`config.mk`:
```
export PLATFORM = sky130hd
export DESIGN_NAME = decode_issue_stage
export DESIGN_NICKNAME = d
export VERILOG_FILES = /design/src/rtl/decode_issue_stage.sv
export SDC_FILE = /design/constraint.sdc
export NUM_CORES = 1
export LEC_CHECK = 0
export CAP_MARGIN = 20
export CORE_MARGIN = 5
export CORE_UTILIZATION = 42
export CTS_BUF_LIST = sky130_fd_sc_hd__clkbuf_16
export CTS_CLUSTER_DIAMETER = 40
export DETAILED_ROUTE_END_ITERATION = 8
export GPL_TIMING_DRIVEN = 0
export HOLD_SLACK_MARGIN = 0.03
export PLACE_DENSITY = 0.76
export SLEW_MARGIN = 20
export SYNTH_ARGS = -nofsm -noshare
export SYNTH_HDL_FRONTEND = slang
export SYNTH_SLANG_ARGS = --single-unit
```
`constraint.sdc`:
```
create_clock -name clk -period 2.8 [get_ports clk]
set_input_delay 0.56 -clock clk [delete_from_list [all_inputs] [get_ports clk]]
set_output_delay 0.56 -clock clk [all_outputs]
set_load 0.05 [all_outputs]
```
`src/rtl/decode_issue_stage.sv`:
```
// decode_issue_stage: single-entry decode/issue stage between fetch and execute.
//
// Takes one instruction at a time from fetch (in_valid/in_ready). It decodes register usage
// and the immediate, and drives the register-file read ports (reada/readb, ra/rb). While a
// source or the destination is still pending writeback, it holds the instruction. Once the
// instruction can go, it captures operands, pulses protect/protectw to mark rd pending, and
// presents the packet to execute (out_valid/out_ready).
//
// Ports:
//   clk, rst_n            clock, asynchronous active-low reset
//   flush                 drop an instruction that has not yet issued (IDLE/WAIT only)
//   in_valid/in_ready     fetch handshake; in_instr, in_pc carry the instruction
//   reada/readb, ra/rb    register-file read requests
//   busa/busb             register-file read data (combinational)
//   conflict              register-file scoreboard hit on a used source
//   protect/protectw      one-cycle pulse marking protectw pending
//   wb_we/wb_rw/wb_busw   writeback port as seen by the register file
//   out_valid/out_ready   execute handshake; out_* hold the issued packet
//
// Optional feature: define WB_FORWARD_EN to resolve source hazards from the local pending
// mask, forwarding wb_busw in the writeback cycle instead of waiting on conflict.
module decode_issue_stage #(
  parameter int unsigned XLEN = 32,
  parameter int unsigned NREG = 32
) (
  input  logic            clk,
  input  logic            rst_n,
  input  logic            flush,
  input  logic            in_valid,
  output logic            in_ready,
  input  logic [31:0]     in_instr,
  input  logic [XLEN-1:0] in_pc,
  output logic            reada,
  output logic            readb,
  output logic [4:0]      ra,
  output logic [4:0]      rb,
  input  logic [XLEN-1:0] busa,
  input  logic [XLEN-1:0] busb,
  input  logic            conflict,
  output logic            protect,
  output logic [4:0]      protectw,
  input  logic            wb_we,
  input  logic [4:0]      wb_rw,
  input  logic [XLEN-1:0] wb_busw,
  output logic            out_valid,
  input  logic            out_ready,
  output logic [XLEN-1:0] out_pc,
  output logic [31:0]     out_instr,
  output logic [XLEN-1:0] out_rs1_val,
  output logic [XLEN-1:0] out_rs2_val,
  output logic [XLEN-1:0] out_imm,
  output logic [4:0]      out_rd,
  output logic            out_rd_we
);

  typedef enum logic [1:0] {StIdle, StWait, StSend} state_e;

  state_e            r_state, w_state_d;
  logic [31:0]       r_instr;
  logic [XLEN-1:0]   r_pc;
  logic [NREG-1:0]   r_pend_mask, w_mask_d;

  logic [6:0]        w_opcode;
  logic [4:0]        w_rs1, w_rs2, w_rd;
  logic              w_use1, w_use2, w_wr, w_rd_we;
  logic [31:0]       w_imm32;
  logic [XLEN-1:0]   w_imm;
  logic              w_src_stall, w_hazard;
  logic [XLEN-1:0]   w_opa, w_opb;
  logic              w_latch, w_issue;

  // Decode of the latched instruction.
  assign w_opcode = r_instr[6:0];
  assign w_rs1    = r_instr[19:15];
  assign w_rs2    = r_instr[24:20];
  assign w_rd     = r_instr[11:7];

  always_comb begin
    w_use1  = 1'b0;
    w_use2  = 1'b0;
    w_wr    = 1'b0;
    w_imm32 = '0;
    case (w_opcode)
      7'b0110011: begin
        w_use1 = 1'b1;
        w_use2 = 1'b1;
        w_wr   = 1'b1;
      end
      7'b0010011, 7'b0000011, 7'b1100111: begin
        w_use1  = 1'b1;
        w_wr    = 1'b1;
        w_imm32 = {{20{r_instr[31]}}, r_instr[31:20]};
      end
      7'b0100011: begin
        w_use1  = 1'b1;
        w_use2  = 1'b1;
        w_imm32 = {{20{r_instr[31]}}, r_instr[31:25], r_instr[11:7]};
      end
      7'b1100011: begin
        w_use1  = 1'b1;
        w_use2  = 1'b1;
        w_imm32 = {{19{r_instr[31]}}, r_instr[31], r_instr[7], r_instr[30:25],
                   r_instr[11:8], 1'b0};
      end
      7'b0110111, 7'b0010111: begin
        w_wr    = 1'b1;
        w_imm32 = {r_instr[31:12], 12'b0};
      end
      7'b1101111: begin
        w_wr    = 1'b1;
        w_imm32 = {{11{r_instr[31]}}, r_instr[31], r_instr[19:12], r_instr[20],
                   r_instr[30:21], 1'b0};
      end
      default: ;  // unknown opcode issues as a NOP
    endcase
  end

  assign w_rd_we = w_wr && (w_rd != 5'd0);
  assign w_imm   = XLEN'($signed(w_imm32));

`ifdef WB_FORWARD_EN
  logic w_fwd_a, w_fwd_b;
  logic unused_conflict;

  assign w_fwd_a = wb_we && (wb_rw == w_rs1) && (w_rs1 != 5'd0);
  assign w_fwd_b = wb_we && (wb_rw == w_rs2) && (w_rs2 != 5'd0);
  assign w_src_stall = (w_use1 && r_pend_mask[w_rs1] && !w_fwd_a) ||
                       (w_use2 && r_pend_mask[w_rs2] && !w_fwd_b);
  assign w_opa = w_fwd_a ? wb_busw : busa;
  assign w_opb = w_fwd_b ? wb_busw : busb;
  assign unused_conflict = conflict;
`else
  logic unused_wb_busw;

  // The register file's scoreboard decides; a released source is read the cycle after the
  // write edge, when busa/busb already carry the new value.
  assign w_src_stall = conflict;
  assign w_opa = busa;
  assign w_opb = busb;
  assign unused_wb_busw = ^wb_busw;
`endif

  // A writeback to rd in this cycle retires the older writer, so WAW need not wait for it.
  assign w_hazard = w_src_stall ||
                    (w_rd_we && r_pend_mask[w_rd] && !(wb_we && (wb_rw == w_rd)));

  always_comb begin
    w_state_d = r_state;
    in_ready  = 1'b0;
    reada     = 1'b0;
    readb     = 1'b0;
    ra        = '0;
    rb        = '0;
    protect   = 1'b0;
    protectw  = '0;
    w_latch   = 1'b0;
    w_issue   = 1'b0;
    case (r_state)
      StIdle: begin
        in_ready = 1'b1;
        if (!flush && in_valid) begin
          w_latch   = 1'b1;
          w_state_d = StWait;
        end
      end
      StWait: begin
        reada = w_use1;
        readb = w_use2;
        ra    = w_rs1;
        rb    = w_rs2;
        if (flush) begin
          w_state_d = StIdle;
        end else if (!w_hazard) begin
          w_issue   = 1'b1;
          protect   = w_rd_we;
          protectw  = w_rd_we ? w_rd : 5'd0;
          w_state_d = StSend;
        end
      end
      StSend: begin
        // flush is ignored here: rd is already protected, so the packet must reach execute.
        if (out_ready) begin
          in_ready = 1'b1;
          if (in_valid) begin
            w_latch   = 1'b1;
            w_state_d = StWait;
          end else begin
            w_state_d = StIdle;
          end
        end
      end
      default: w_state_d = StIdle;
    endcase
  end

  assign out_valid = (r_state == StSend);

  // Local mirror of the scoreboard; a set in the same cycle as a clear wins.
  always_comb begin
    w_mask_d = r_pend_mask;
    if (wb_we && (wb_rw != 5'd0)) w_mask_d[wb_rw] = 1'b0;
    if (protect) w_mask_d[protectw] = 1'b1;
    w_mask_d[0] = 1'b0;
  end

  always_ff @(posedge clk or negedge rst_n) begin
    if (!rst_n) begin
      r_state     <= StIdle;
      r_instr     <= '0;
      r_pc        <= '0;
      r_pend_mask <= '0;
      out_pc      <= '0;
      out_instr   <= '0;
      out_rs1_val <= '0;
      out_rs2_val <= '0;
      out_imm     <= '0;
      out_rd      <= '0;
      out_rd_we   <= 1'b0;
    end else begin
      r_state     <= w_state_d;
      r_pend_mask <= w_mask_d;
      if (w_latch) begin
        r_instr <= in_instr;
        r_pc    <= in_pc;
      end
      if (w_issue) begin
        out_pc      <= r_pc;
        out_instr   <= r_instr;
        out_rs1_val <= w_use1 ? w_opa : '0;
        out_rs2_val <= w_use2 ? w_opb : '0;
        out_imm     <= w_imm;
        out_rd      <= w_wr ? w_rd : 5'd0;
        out_rd_we   <= w_rd_we;
      end
    end
  end

endmodule

```
==> flow_metrics.py, run 1 <==
metrics = {
    "clock_network": {
        "clk_latency_ns": 0.52,
        "cts_sinks": 263,
        "clkSlewWorstSetupHoldPaths_ns": 0.06,
        "htree_num_levels": 2,
        "cts_tree": "built",
        "cts_root_buf": "clkbuf_16",
        "cts.path.max_buffers": 3,
        "cts_made_buffers": 39,
    },
    "global_routing": {
        "grt_pass1_wl_um": 59500,
        "grt_max_degree": 87,
        "antenna_found_initial": 0,
        "overflow": 0,
        "grt_pass1_vias": 9940,
        "grt_usage_pct": 24.7,
    },
    "setup_path": {
        "path_cells": "nand3b_1 > o32ai_4 > o21ai_4 > or4_4 > o21ai_4 > buf_8 > buf_12 > buf_8 > nor2_4 > buf_6",
        "start_kind": "flop",
        "crit_type": "flop to output pin",
        "cp_slowest_stage_delay_ns": 0.54,
        "cp.buffers_inverters": 4,
        "endpoint_kind": "output pin",
        "critPathSlowestCell": "or4_4",
        "critical_path_arrival_ns": 2.90,
        "critPathTopFamily": "simple AND/OR/NAND/NOR gates",
        "crit_path_max_fanout": 2,
        "cp.required_ns": 2.24,
    },
    "logic_synthesis": {
        "synthAdderAreaFrac_pct": 0,
        "synth-compound-area-share_pct": 17.0,
        "async_reset_ff_share_pct": 100,
        "synthCells": 889,
        "synth_top_family_by_area": "compound AO/OA/AOI/OAI gates",
        "yosysWarnings": 0,
        "syn_area_um2": 11500,
        "yosys.area_share.simple_pct": 7.82,
        "synth_top_flop_cell": "dfrtp_1",
        "synth-edff-count": 0,
        "synth_xor_area_share_pct": 0.382,
        "ys_types": 50,
        "synthMuxAreaShare_pct": 13.8,
        "ys_ff_latch": 263,
        "synth_nets": 1061,
        "synth_area_per_cell_um2": 12.9,
        "ys_seq_area_share_pct": 57.3,
    },
    "sta": {
        "period_share_pct": 124,
        "tightest_slew_ns": 0.949,
        "rsz0062_at_grt": "yes",
        "hold_viol": 0,
        "clock_skew_ns": 0.0248,
        "worst_slack_ns": -0.661,
        "setup_viol_count_final": 78,
        "clock.fmax_mhz": 289,
        "fin_crit_ns": 3.46,
        "slew_violations": 0,
        "slew_headroom_pct": 36.1,
    },
    "final_layout": {
        "fin_nets": 1466,
        "final_common_cell": "clkdlybuf4s50_1",
        "multi_input_area_um2": 4740,
        "most-common-layout-cells": "clkdlybuf4s50_1, dfrtp_1, mux2_2",
        "instances_no_fill": 1664,
        "final_util_pct": 64.8,
        "n_fill_cell": 1919,
        "syn2layout_area_growth_pct": 52.3,
        "seqCellArea_um2": 6580,
        "fin_area_um2": 17500,
        "drive_above_1_share_pct": 27.4,
    },
    "route": {
        "wl_per_cell_um": 23.6,
        "drcViolationCount": 0,
        "drtIter0Drc": 707,
        "vias": 9358,
        "ant_nets": 0,
        "drt-total-wl_um": 39200,
        "vias_per_cell": 5.62,
        "drt_first_pass_iters": 5,
    },
    "floorplanning": {
        "num_rows": 60,
        "io_pins": 358,
        "die_h_um": 175,
        "die_area_um2": 30700,
        "die_w_um": 175,
        "start_util_pct": 42.6,
        "core_um2": 27000,
    },
    "worst_hold_path": {
        "hp-class": "flop to flop",
    },
    "placement": {
        "placed_cells": 1554,
        "post_dp_cell_area_um2": 15300,
        "port_buffers": 321,
        "dpl.hpwl_um": 26800,
        "routabilityCongestion": 0.909,
        "pre_cts_ws_ns": -1.46,
    },
    "outcome": {
        "status": "complete, but fails checks",
        "violations": "setup timing",
    },
    "pwr": {
        "powerDensity_nw_per_um2": 962,
        "power_mw": 16.8,
        "ir_drop_v": 0.00106,
        "p_leak_nw": 7.36,
    },
    "run": {
        "max-cap-violations": 0,
    },
}
==> power breakdown <==
group	switching [mW]	internal (mW)
logic	4.11	2.57
clock network	1.80	2.94
registers	0.642	4.75
==> Yosys cell counts, types with 10 or more instances <==
| master | n | share of area (%) |
|---|---|---|
| dfrtp_1 | 263 | 57 |
| mux2_2 | 109 | 11 |
| nand3_1 | 81 | 3.5 |
| o21ai_0 | 72 | 3.1 |
| o2bb2ai_2 | 40 | 5.2 |
| o2bb2ai_1 | 35 | 2.7 |
| clkbuf_1 | 33 | 1.1 |
| nand2_1 | 21 | 0.69 |
| buf_2 | 20 | 0.87 |
| o22a_1 | 20 | 1.5 |
| a211o_1 | 19 | 1.4 |
| mux2_1 | 17 | 1.7 |
| mux2i_1 | 16 | 1.4 |
| nor2_1 | 14 | 0.46 |
| and2_1 | 12 | 0.65 |
| buf_6 | 12 | 1.2 |
| and3_1 | 10 | 0.55 |
==> flip-flops by register name (all words and copies together), names as in the netlist <==
signal,cells
out_imm,32
out_instr,32
out_pc,32
out_rd,5
out_rd_we,1
out_rs1_val,32
out_rs2_val,32
r_instr,32
r_pc,32
r_pend_mask,31
r_state,2
==> final timing paths <==
check	from	endpoint	slack [ns]	cells after the start
worst max-delay path	r_instr[3]$_DFFE_PN0P_	protect	-0.66	10
worst min register to register	out_rs2_val[4]$_DFFE_PN0P_	out_rs2_val[4]$_DFFE_PN0P_	0.49	1
min in group asynchronous	rst_n	r_pend_mask[25]$_DFF_PN0_	0.51	2
worst min-delay path	out_rs2_val[4]$_DFFE_PN0P_	out_rs2_val[4]$_DFFE_PN0P_	0.49	1
max in group asynchronous	rst_n	r_instr[26]$_DFFE_PN0P_	1.19	4
worst max register to register	r_instr[3]$_DFFE_PN0P_	out_rs1_val[17]$_DFFE_PN0P_	-0.18	13
==> cell families (layout without fill, tap and decap cells) <==
kind of cell | count (synthesis) | after routing
xor+xnor | 5 | 5
buf+inv | 81 | 514
compound gates | 228 | 228
simple gates | 170 | 170
other cells | 0 | 1
mux | 142 | 142
flops | 263 | 263
==> layer usage <==
layer	vias to the layer above	track usage, %	wire, µm
li1	4124	-	-
met1	4714	31.1	15400
met2	411	39.0	18400
met3	109	9.28	3700
met4	0	9.46	1670
met5	-	0	0
==> stage by stage <==
step	hold slack, ns	TNS [ns]
floorplan	0.264	-0.333
global placement	0.464	-2779.77
detailed placement	0.440	-116.49
CTS	0.488	-14.95
global route	0.498	-18.46
finish	0.486	-10.29
==> cell type report <==
class	count	area share, %
tap	341	2.44
buffer	66	3.06
timing repair buffer	370	22.2
inverter	9	0.193
clock inverter	28	1.40
multi-input combinational	545	27.1
antenna	1	0.0143
sequential	263	37.7
clock buffer	41	5.87
==> what timing repair did <==
action                                 CTS  global route
gates resized for setup                171            42
buffers inserted                        34            10
gates cloned                             6             2
endpoints found under the hold margin   28             0
hold buffers                             1             0
setup endpoints to repair              221           156
pin swaps                               12             5
Note: power is estimated with default switching activity, not from simulation.
==> run 2: changes to the inputs <==
--- a/config.mk
+++ b/config.mk
@@ -7,13 +7,13 @@
 export LEC_CHECK = 0
 export CAP_MARGIN = 20
 export CORE_MARGIN = 5
-export CORE_UTILIZATION = 42
+export CORE_UTILIZATION = 47
 export CTS_BUF_LIST = sky130_fd_sc_hd__clkbuf_16
 export CTS_CLUSTER_DIAMETER = 40
 export DETAILED_ROUTE_END_ITERATION = 8
 export GPL_TIMING_DRIVEN = 0
 export HOLD_SLACK_MARGIN = 0.03
-export PLACE_DENSITY = 0.76
+export PLACE_DENSITY = 0.81
 export SLEW_MARGIN = 20
 export SYNTH_ARGS = -nofsm -noshare
 export SYNTH_HDL_FRONTEND = slang
==> constraint.sdc (replaced) <==
create_clock -name clk -period 3.5 [get_ports clk]
set_input_delay 0.7 -clock clk [delete_from_list [all_inputs] [get_ports clk]]
set_output_delay 0.7 -clock clk [all_outputs]
set_load 0.05 [all_outputs]
==> flow_metrics.py, run 2 (synthesized netlist as in run 1, its figures left out) <==
metrics = {
    "sta": {
        "worst_slack_ns": 0.0399,
        "hold_viol": 0,
        "clock.fmax_mhz": 289,
        "period_share_pct": 98.9,
        "tightest_slew_ns": 1.01,
        "slew_violations": 0,
        "slew_headroom_pct": 31.9,
        "rsz0062_at_grt": "no",
        "fin_crit_ns": 3.46,
        "setup_viol_count_final": 0,
        "hold_ws_ns": 0.138,
        "clock_skew_ns": 0.0270,
    },
    "final_layout": {
        "n_fill_cell": 1709,
        "multi_input_area_um2": 4560,
        "most-common-layout-cells": "clkdlybuf4s50_1, dfrtp_1, mux2_2",
        "final_common_cell": "clkdlybuf4s50_1",
        "fin_nets": 1440,
        "drive_above_1_share_pct": 22.7,
        "syn2layout_area_growth_pct": 45.8,
        "instances_no_fill": 1619,
        "seqCellArea_um2": 6580,
    },
    "placement": {
        "pre_cts_ws_ns": -1.17,
        "dpl.hpwl_um": 26400,
        "routabilityCongestion": 0.879,
        "placed_cells": 1536,
        "port_buffers": 321,
    },
    "clock_network": {
        "cts.path.max_buffers": 3,
        "clkSlewWorstSetupHoldPaths_ns": 0.05,
        "cts_root_buf": "clkbuf_16",
        "cts_made_buffers": 39,
        "cts_tree": "built",
        "ctsHoldBuffers": 0,
        "htree_num_levels": 2,
        "clk_latency_ns": 0.52,
        "cts_sinks": 263,
    },
    "global_routing": {
        "grt_pass1_wl_um": 58600,
        "grt_usage_pct": 26.7,
        "grt_max_degree": 100,
        "antenna_found_initial": 0,
        "gr-usage-met2_pct": 43.6,
        "grt_pass1_vias": 9919,
        "top_usage_layer": "met2",
        "gr-usage-met1_pct": 33.2,
        "grt_util_met3_pct": 8.50,
        "overflow": 0,
    },
    "setup_path": {
        "cp.required_ns": 2.80,
        "cp_slowest_stage_delay_ns": 0.57,
        "endpoint_kind": "output pin",
        "crit_type": "flop to output pin",
        "critPathSlowestCell": "or4_4",
        "critical_path_arrival_ns": 2.76,
        "start_kind": "flop",
        "path_cells": "o21ba_2 > o32ai_4 > o21ai_4 > or4_4 > o21ai_4 > buf_12 > nor2_2 > buf_6",
        "cpMostUsedCell": "o21ai_4",
        "crit_path_max_fanout": 2,
    },
    "pwr": {
        "switchingPower_mw": 5.16,
        "swShare_pct": 38.7,
        "pwr-share-comb_pct": 38.4,
        "ir_drop_v": 0.000839,
        "p_clk_share_pct": 29.3,
        "intPower_mw": 8.17,
        "powerDensity_nw_per_um2": 796,
        "p_leak_nw": 6.94,
        "pwr-share-seq_pct": 32.3,
    },
    "worst_hold_path": {
        "hp-class": "primary input to asynchronous set/reset pin",
    },
    "route": {
        "ant_nets": 0,
        "drcViolationCount": 0,
        "drt-total-wl_um": 37600,
        "drt_first_pass_iters": 5,
        "wl_per_cell_um": 23.2,
        "vias_per_cell": 5.70,
        "drtIter0Drc": 786,
        "vias": 9221,
    },
    "floorplanning": {
        "die_w_um": 166,
        "num_rows": 57,
        "core_um2": 24200,
        "die_h_um": 166,
        "die_area_um2": 27600,
        "start_util_pct": 47.5,
        "io_pins": 358,
    },
    "run": {
        "max-cap-violations": 0,
    },
    "outcome": {
        "status": "finished, final reports clean",
    },
}
run 2: cell types whose count changed in the layout (fill, tap and decap cells not counted), moves of 5 or more:
| cell | previous run | this run |
|---|---|---|
| buf_4 | 32 | 23 |
| clkbuf_1 | 22 | 31 |
| mux2_1 | 0 | 17 |
| clkdlybuf4s50_1 | 302 | 312 |
| buf_2 | 7 | 13 |
| clkdlybuf4s15_2 | 10 | 0 |
| mux2_2 | 96 | 109 |
| buf_12 | 14 | 2 |
| buf_8 | 9 | 1 |
| and3_1 | 5 | 10 |
| mux2_4 | 30 | 0 |
run 2: stage by stage:
stage                     power, mW  utilization (%)   TNS, ns  instance area [µm²]
after CTS                      13.4             69.0   -0.0120                16700
after global routing           13.8             69.2         0                16700
after floorplan                7.38                -         0                11500
final                          13.3             69.2         0                16700
after global placement         9.23             62.5  -2499.55                15100
after detailed placement       9.32             62.7     -6.92                15200
run 2: layer usage:
layer	wire length (µm)	up-vias	part of all wire, %
li1	-	4077	-
met1	14500	4632	39
met2	18200	413	48
met3	3390	99	9.0
met4	1530	0	4.1
met5	0	-	0
run 2: worst max-delay path: cells and delay by family (launching register included):
| family | cells | cell delay [ns] |
|---|---|---|
| and+or+nand+nor | 2 | 0.60 |
| AOI/OAI and AO/OA | 4 | 0.92 |
| DFF | 1 | 0.42 |
| buffers and inverters | 2 | 0.28 |
run 2: path summary, 6_finish.rpt:
path / from / endpoint / slack [ns] / cells after the start
max: r_instr[5]$_DFFE_PN0P_ / protect / 0.04 / 8
max reg2reg: r_instr[5]$_DFFE_PN0P_ / out_pc[25]$_DFFE_PN0P_ / 0.31 / 10
max in group asynchronous: rst_n / r_pc[26]$_DFFE_PN0P_ / 2.45 / 2
min reg2reg: r_pc[11]$_DFFE_PN0P_ / out_pc[11]$_DFFE_PN0P_ / 0.48 / 1
min in group clk: r_pc[11]$_DFFE_PN0P_ / out_pc[11]$_DFFE_PN0P_ / 0.48 / 1
min: rst_n / r_pend_mask[29]$_DFF_PN0_ / 0.14 / 1
run 2: layout make-up:
cell class	instances	share of cell area, %
Multi-Input combinational cell	545	27.3
Antenna cell	1	0.0150
Clock inverter	26	1.69
Timing Repair Buffer	343	20.5
Inverter	9	0.202
Buffer	67	2.41
Sequential cell	263	39.3
Clock buffer	41	6.13
Tap cell	324	2.42
run 2: power groups by stage:
stage,sequential [mW],clock (mW),combinational [mW]
final,4.30,3.90,5.13
after global routing,4.39,4.09,5.34
after CTS,4.30,3.96,5.12
after detailed placement,4.33,0,5.00
after global placement,4.30,0,4.93
after floorplan,6.19,0,1.19
run 2: timing repair:
action                                  CTS  global route
pin swaps                                 4             6
endpoints found under the setup margin    7             6
cloned                                    1             0
gates resized for setup                  56            16
setup buffers                            18             1
